File: src/rtl/regfile.sv
// rtl/regfile.sv - register file: two combinational read ports, one write port, four-phase debug read port
// Optional write-to-read forwarding is enabled by defining REGFILE_BYPASS_EN.
module regfile #(
  parameter int DATA_W   = 32,
  parameter int ADDR_W   = 5,
  parameter int NUM_REGS = 32
) (
  input  logic              clk_i,
  input  logic              rst_ni,
  input  logic              we_i,
  input  logic [ADDR_W-1:0] waddr_i,
  input  logic [DATA_W-1:0] wdata_i,
  input  logic              re1_i,
  input  logic [ADDR_W-1:0] raddr1_i,
  output logic [DATA_W-1:0] rdata1_o,
  input  logic              re2_i,
  input  logic [ADDR_W-1:0] raddr2_i,
  output logic [DATA_W-1:0] rdata2_o,
  input  logic              dbg_req_i,
  input  logic [ADDR_W-1:0] dbg_addr_i,
  output logic              dbg_ack_o,
  output logic [DATA_W-1:0] dbg_data_o
);

  typedef enum logic [1:0] {DBG_IDLE, DBG_ACK, DBG_DRAIN} dbg_state_e;

  logic [DATA_W-1:0] regs_q [NUM_REGS];
  dbg_state_e        dbg_state_q;
  logic              dbg_ack_q;
  logic [DATA_W-1:0] dbg_data_q;
  logic [DATA_W-1:0] rdata1_d;
  logic [DATA_W-1:0] rdata2_d;
  logic              write_hit;

  // Register 0 and addresses past NUM_REGS both read as zero.
  function automatic logic [DATA_W-1:0] stored(input logic [ADDR_W-1:0] a);
    if (a == '0 || 32'(a) >= NUM_REGS) return '0;
    return regs_q[a];
  endfunction

  assign write_hit = we_i && (waddr_i != '0) && (32'(waddr_i) < NUM_REGS);

  always_ff @(posedge clk_i or negedge rst_ni) begin
    if (!rst_ni) begin
      for (int i = 0; i < NUM_REGS; i++) regs_q[i] <= '0;
    end else if (write_hit) begin
      regs_q[waddr_i] <= wdata_i;
    end
  end

  always_comb begin
    rdata1_d = '0;
    if (rst_ni && re1_i) begin
      rdata1_d = stored(raddr1_i);
`ifdef REGFILE_BYPASS_EN
      if (write_hit && raddr1_i == waddr_i) rdata1_d = wdata_i;
`endif
    end
  end

  always_comb begin
    rdata2_d = '0;
    if (rst_ni && re2_i) begin
      rdata2_d = stored(raddr2_i);
`ifdef REGFILE_BYPASS_EN
      if (write_hit && raddr2_i == waddr_i) rdata2_d = wdata_i;
`endif
    end
  end

  assign rdata1_o = rdata1_d;
  assign rdata2_o = rdata2_d;

  // Debug snapshot reads the stored array only, so a same-edge write is not seen.
  always_ff @(posedge clk_i or negedge rst_ni) begin
    if (!rst_ni) begin
      dbg_state_q <= DBG_IDLE;
      dbg_ack_q   <= 1'b0;
      dbg_data_q  <= '0;
    end else begin
      case (dbg_state_q)
        DBG_IDLE: begin
          if (dbg_req_i) begin
            dbg_data_q  <= stored(dbg_addr_i);
            dbg_ack_q   <= 1'b1;
            dbg_state_q <= DBG_ACK;
          end
        end
        DBG_ACK: begin
          if (!dbg_req_i) begin
            dbg_ack_q   <= 1'b0;
            dbg_state_q <= DBG_DRAIN;
          end
        end
        DBG_DRAIN: begin
          dbg_ack_q   <= 1'b0;
          dbg_state_q <= DBG_IDLE;
        end
        default: begin
          dbg_ack_q   <= 1'b0;
          dbg_state_q <= DBG_IDLE;
        end
      endcase
    end
  end

  assign dbg_ack_o  = dbg_ack_q;
  assign dbg_data_o = dbg_data_q;

endmodule

File: config.mk
export PLATFORM = sky130hd
export DESIGN_NAME = regfile
export DESIGN_NICKNAME = d
export VERILOG_FILES = /design/src/rtl/regfile.sv
export SDC_FILE = /design/constraint.sdc
export NUM_CORES = 2
export LEC_CHECK = 0
export CORE_ASPECT_RATIO = 1.25
export CORE_MARGIN = 4
export CORE_UTILIZATION = 30
export CTS_CLUSTER_DIAMETER = 40
export DETAILED_ROUTE_END_ITERATION = 7
export DONT_BUFFER_PORTS = 1
export PLACE_DENSITY = 0.51
export REMOVE_ABC_BUFFERS = 1
export SETUP_SLACK_MARGIN = 0.3
export SYNTH_ARGS = -nofsm -noshare
export SYNTH_HDL_FRONTEND = slang
export SYNTH_SLANG_ARGS = --single-unit
File: constraint.sdc
create_clock -name clk_i -period 2.65 [get_ports clk_i]
set_input_delay 0.1325 -clock clk_i [delete_from_list [all_inputs] [get_ports clk_i]]
set_output_delay 0.1325 -clock clk_i [all_outputs]
set_load 0.02 [all_outputs]
After elaboration in Yosys (flattened, before gate mapping)
Cells that the tools add are included.
{ "totals": {"regBits": 1059, "inputBits": 58, "output_inout_bits": 97, "wordCells": 91} }
{ "classes": {"order_cmp": 5, "n_eq_ne": 3, "mux": 33, "bitwise_logic": 4, "n_reduce_logical": 11} }
{ "ops": {"columns": ["cell", "n"], "rows": [
  ["1024-bit bitwise mux", 1],
  ["32-bit binary-select mux with 5-bit select", 3],
  ["32-bit 2-to-1 mux", 15],
  ["32-bit demux with 5-bit select", 1],
  ["6-bit greater-or-equal comparator (second input constant)", 4],
  ["5-bit inverter with 6-bit output", 4],
  ["5-bit logical NOT", 3],
  ["1-bit 2-to-1 mux", 9],
  ["6-bit by 1-bit < comparator with 1-bit output (second input constant)", 1],
  ["5-bit nonzero test", 1],
  ["1-bit logical AND", 4],
  ["2-bit 2-to-1 mux", 2],
  ["2-bit != test (second input constant)", 2],
  ["2-bit one-hot mux with 2 select lines", 1],
  ["2-bit AND reduction", 2],
  ["2-bit by 1-bit == test with 1-bit output (second input constant)", 1],
  ["2-bit logical NOT", 1],
  ["1-bit one-hot mux with 2 select lines", 1]
]} }

Longest topological paths before layout
{ "depth": {"ltp_word": 6, "ltp_mapped": 8, "mapped_depth_nobuf": 4} }

Least setup slack after synthesis
OpenSTA, ideal clock, no wires.
{ "synth_timing": {"path_kind": "reg-to-reg", "startpoint": "register dbg_state_q[0]", "endpoint": "register dbg_data_q[10] (netlist: dbg_data_o[10])", "setup_ns": 0.066, "arrival_ns": 1.762, "path_slack_ns": 0.822, "stages_incl_launch_ff": 7, "path_buffers": 2, "synth_period_minus_slack_ns": 1.828, "path_cell_list": "dfrtp_1 -> or3b_2 -> clkbuf_1 -> a21o_1 -> clkbuf_1 -> a211oi_1 -> a22o_1"} }
{ "synth_via": {"elab_chain_len": 2} }
{ "synth_lines": {"columns": ["item", "line", "text"], "rows": [
  ["start: declaration", "28", "dbg_state_e dbg_state_q;"],
  ["start signal: assignment", "77", "dbg_state_q <= DBG_IDLE;"],
  ["start signal: assignment", "86", "dbg_state_q <= DBG_ACK;"],
  ["start signal: assignment", "92", "dbg_state_q <= DBG_DRAIN;"],
  ["2-bit logical NOT", "81", "case (dbg_state_q)"],
  ["2-bit AND reduction (no source line)", null, null],
  ["end signal: assignment", "84", "dbg_data_q <= stored(dbg_addr_i);"],
  ["end: declaration", "30", "logic [DATA_W-1:0] dbg_data_q;"]
]} }
No other way between the ends.
A chain may end at the register's enable or synchronous reset.

Worst setup path in the final report
{ "layout_timing": {"startpoint": "input port raddr2_i[0]", "endpoint": "output port rdata2_o[29]"} }
{ "layout_via": {"elab_chain_len": 6, "elab_cells_between_ends": 9, "cone_classes": "mux: 7; bitwise: 1; reduce/logical: 1"} }
{ "layout_lines": {"columns": ["item", "line", "text"], "rows": [
  ["start: declaration", "17", "input logic [ADDR_W-1:0] raddr2_i,"],
  ["5-bit inverter with 6-bit output (implied by the code)", "38", "return regs_q[a];"],
  ["32-bit binary-select mux with 5-bit select", "38", null],
  ["32-bit 2-to-1 mux (implied by the code) (2 in a row)", "38", null],
  ["32-bit 2-to-1 mux *", "38", null],
  ["32-bit 2-to-1 mux *", "63", "if (rst_ni && re2_i) begin"],
  ["end: declaration", "18", "output logic [DATA_W-1:0] rdata2_o,"]
]} }
Mark *: on every way between the ends. The rest lies on a longest branch, timed or not. The select of a mux whose other input is x is not followed.

==> results.json <==
{
  "run_status": "finished, violations left",
  "failed_checks": "slew limit, setup timing",
  "gr-total-overflow": 0,
  "synth_top_family_by_area": "multiplexers",
  "wl_per_cell_um": 34.7,
  "hpwl_mm": 129,
  "detail-route-antenna-nets": 0,
  "cap_violations": 0,
  "clockBufferDepth": 3,
  "final_cell_count_no_fill": 7124,
  "ys_warn_count": 0,
  "setup_viol": 24,
  "dieWidth_um": 422,
  "die_area_sq_um": 221000,
  "utilization": 0.357,
  "initial_core_util": 0.302,
  "min_period_over_period": 1.19,
  "ctsHtreeMaxLevel": 4,
  "r2r-end": "dbg_data_o[17]",
  "ys_ff_latch": 1058,
  "slew_headroom": -0.146,
  "drive_gt1_frac": 0.581,
  "synthXorXnorAreaFrac": 0,
  "p_leak_nw": 31.3,
  "clock_sinks": 1058,
  "grt_pass1_wl_mm": 349,
  "synth-seq-area-share": 0.413,
  "synthesis.area_sq_um": 64200,
  "numCtsBuffers": 148,
  "grtUsageTotal": 0.219,
  "final_cell_mix": "1121 x mux2_2, 1058 x dfrtp_1, 674 x mux4_2, 237 x mux2i_1, 207 x o22ai_1",
  "crit_path_end": "rdata2_o[29]",
  "rsz0062_at_grt": "true",
  "row_count": 189,
  "synth_enable_flop_cells": 0,
  "tightest_slew_ps": 1720,
  "crit_type": "in2out",
  "hp-class": "in2async",
  "report.final.slew_viol_count": 261,
  "core-area_sq_um": 213000,
  "worstSetupStartpointType": "input pin",
  "reg2reg_from": "dbg_state_q[0]",
  "grt_max_degree": 317,
  "finClkSkew_ps": 24.8,
  "ys.flop_type": "dfrtp_1",
  "clock_latency_ps": 780,
  "portBuffers": 0,
  "place_area_sq_um": 68100,
  "synthAdderAreaFrac": 0,
  "finalHoldViolCount": 0,
  "layout_commonest_cell": "mux2_2",
  "cts.clk_slew.worst_paths_ps": 60,
  "worstPathMaxFanout": 258,
  "power_per_cell_area_nw_per_um2": 734,
  "synth-compound-area-share": 0.0347,
  "syn2layout_area_growth_pct": 18.3,
  "cts_tree": "done",
  "regToRegSetupSlack_ps": 460,
  "cp_data_arrival_time_ps": 3020,
  "reg2reg_depth": 4,
  "avgViaCountPerCell": 5.98,
  "place_ws_ps": -1860,
  "wl_mm": 247,
  "required_ps": 2520,
  "finalInstanceArea_sq_um": 75900,
  "drt_first_iter_violations": 3636,
  "timing.final.ws_setup_ps": -505,
  "place.gp.congestion": 0.777,
  "grt_pass1_vias": 43800,
  "critPathLaunch": "raddr2_i[0]",
  "io_pins": 155,
  "vias": 42600,
  "clockRootBuffer": "clkbuf_16",
  "syn_inst": 4249,
  "place_inst": 6698,
  "crit_path_end_kind": "primary output",
  "antenna_found_initial": 16,
  "min_period_ps": 3160,
  "vdd_ir_drop_max_mv": 0.706,
  "die_y_um": 525,
  "num-nets-final": 4290,
  "firstDrtPassIters": 7,
  "fmax_mhz": 317,
  "synth-simple-area-share": 0.0171,
  "finalSetupTns_ps": -2760,
  "synth.area.mux_share": 0.493,
  "drc": 0,
  "yosysUniqueCellTypes": 48,
  "synth-async-reset-ratio": 1.00,
  "avgSynthCellArea_sq_um": 15.1
}
## state kept, by name (all words and copies together), names as in the netlist
signal and cells:
regs_q 1024, dbg_data_o 32, dbg_state_q 2
## cell families after synthesis
| group | count (synthesis) |
|---|---|
| AOI/OAI and AO/OA | 320 |
| buffers and inverters | 506 |
| DFF | 1058 |
| muxes | 2172 |
| and+or+nand+nor | 193 |
## timing repair
item / in CTS / in global routing
cloned: 8 / 1
hold endpoints to repair: 1489 / 6
setup endpoints to repair: 361 / 126
resized for setup: 145 / 42
hold buffers: 71 / 5
setup buffers: 36 / 30
pin swaps: 45 / 32
## critical path: stages
cell and delay, ps:
mux4_2 1060, mux2i_4 380, o22ai_4 160, or2_4 260, buf_12 140, buf_12 120
## power breakdown
part / switching, W / total, W / internal (W)
combinational: 0.00430 / 0.0123 / 0.00804
clock: 0.00815 / 0.0210 / 0.0128
sequential: 0.00319 / 0.0224 / 0.0192
total: 0.0156 / 0.0557 / 0.0401
## how the worst min path moves through the flow
stage / start / to / slack, ps / cells after the start
after floorplan: rst_ni / dbg_data_o[0] / -160 / 0
after global placement: rst_ni / dbg_data_o[5] / -160 / 0
after detailed placement: rst_ni / dbg_data_o[5] / -160 / 0
after CTS: waddr_i[0] / regs_q[304] / 7 / 3
after global routing: rst_ni / dbg_data_o[11] / 8 / 7
final: rst_ni / regs_q[601] / 40 / 7
## final cells by class
class                           instances  area (sq um)
Fill cell                           20100        137000
Multi-Input combinational cell       2685         36100
Sequential cell                      1058         26500
Timing Repair Buffer                  339          4680
Clock buffer                          181          4130
Tap cell                             2769          3460
Clock inverter                         85          1040
Antenna cell                            7          17.5
## per-stage QoR
stage	hold WS (ps)	power, W
final	41.7	0.0557
after detailed placement	-163	0.0334
after global routing	7.79	0.0579
after global placement	-163	0.0331
after CTS	6.54	0.0556
after floorplan	-163	0.0298
## per-layer routing
metal,wire length [um],global-route usage,vias up
li1,-,-,16900
met1,97700,0.271,23600
met2,123000,0.374,1657
met3,15100,0.0407,505
met4,11900,0.0926,2
met5,13,0,-
## cell usage after synthesis, drive strengths merged, types with 2 or more instances
cell / instances / area (sq um)
nand4bb: 2 / 22.5
or2: 68 / 425
a2111oi: 30 / 275
nand4: 7 / 43.8
nand2b: 3 / 18.8
nor3: 9 / 45.0
mux2: 1174 / 13200
nor3b: 4 / 40.0
nand3b: 3 / 22.5
a22o: 30 / 263
buf: 288 / 1910
nor2: 46 / 173
nor2b: 9 / 56.3
nand4b: 5 / 43.8
mux2i: 324 / 3240
dfrtp: 1058 / 26500
a211oi: 32 / 245
clkbuf: 218 / 826
mux4: 674 / 15200
and3b: 2 / 17.5
or4b: 2 / 20.0
o22ai: 220 / 1380
nand2: 17 / 63.8
or3: 8 / 50.1
nand3: 5 / 25.0
Note: power is estimated with default switching activity, not from simulation.
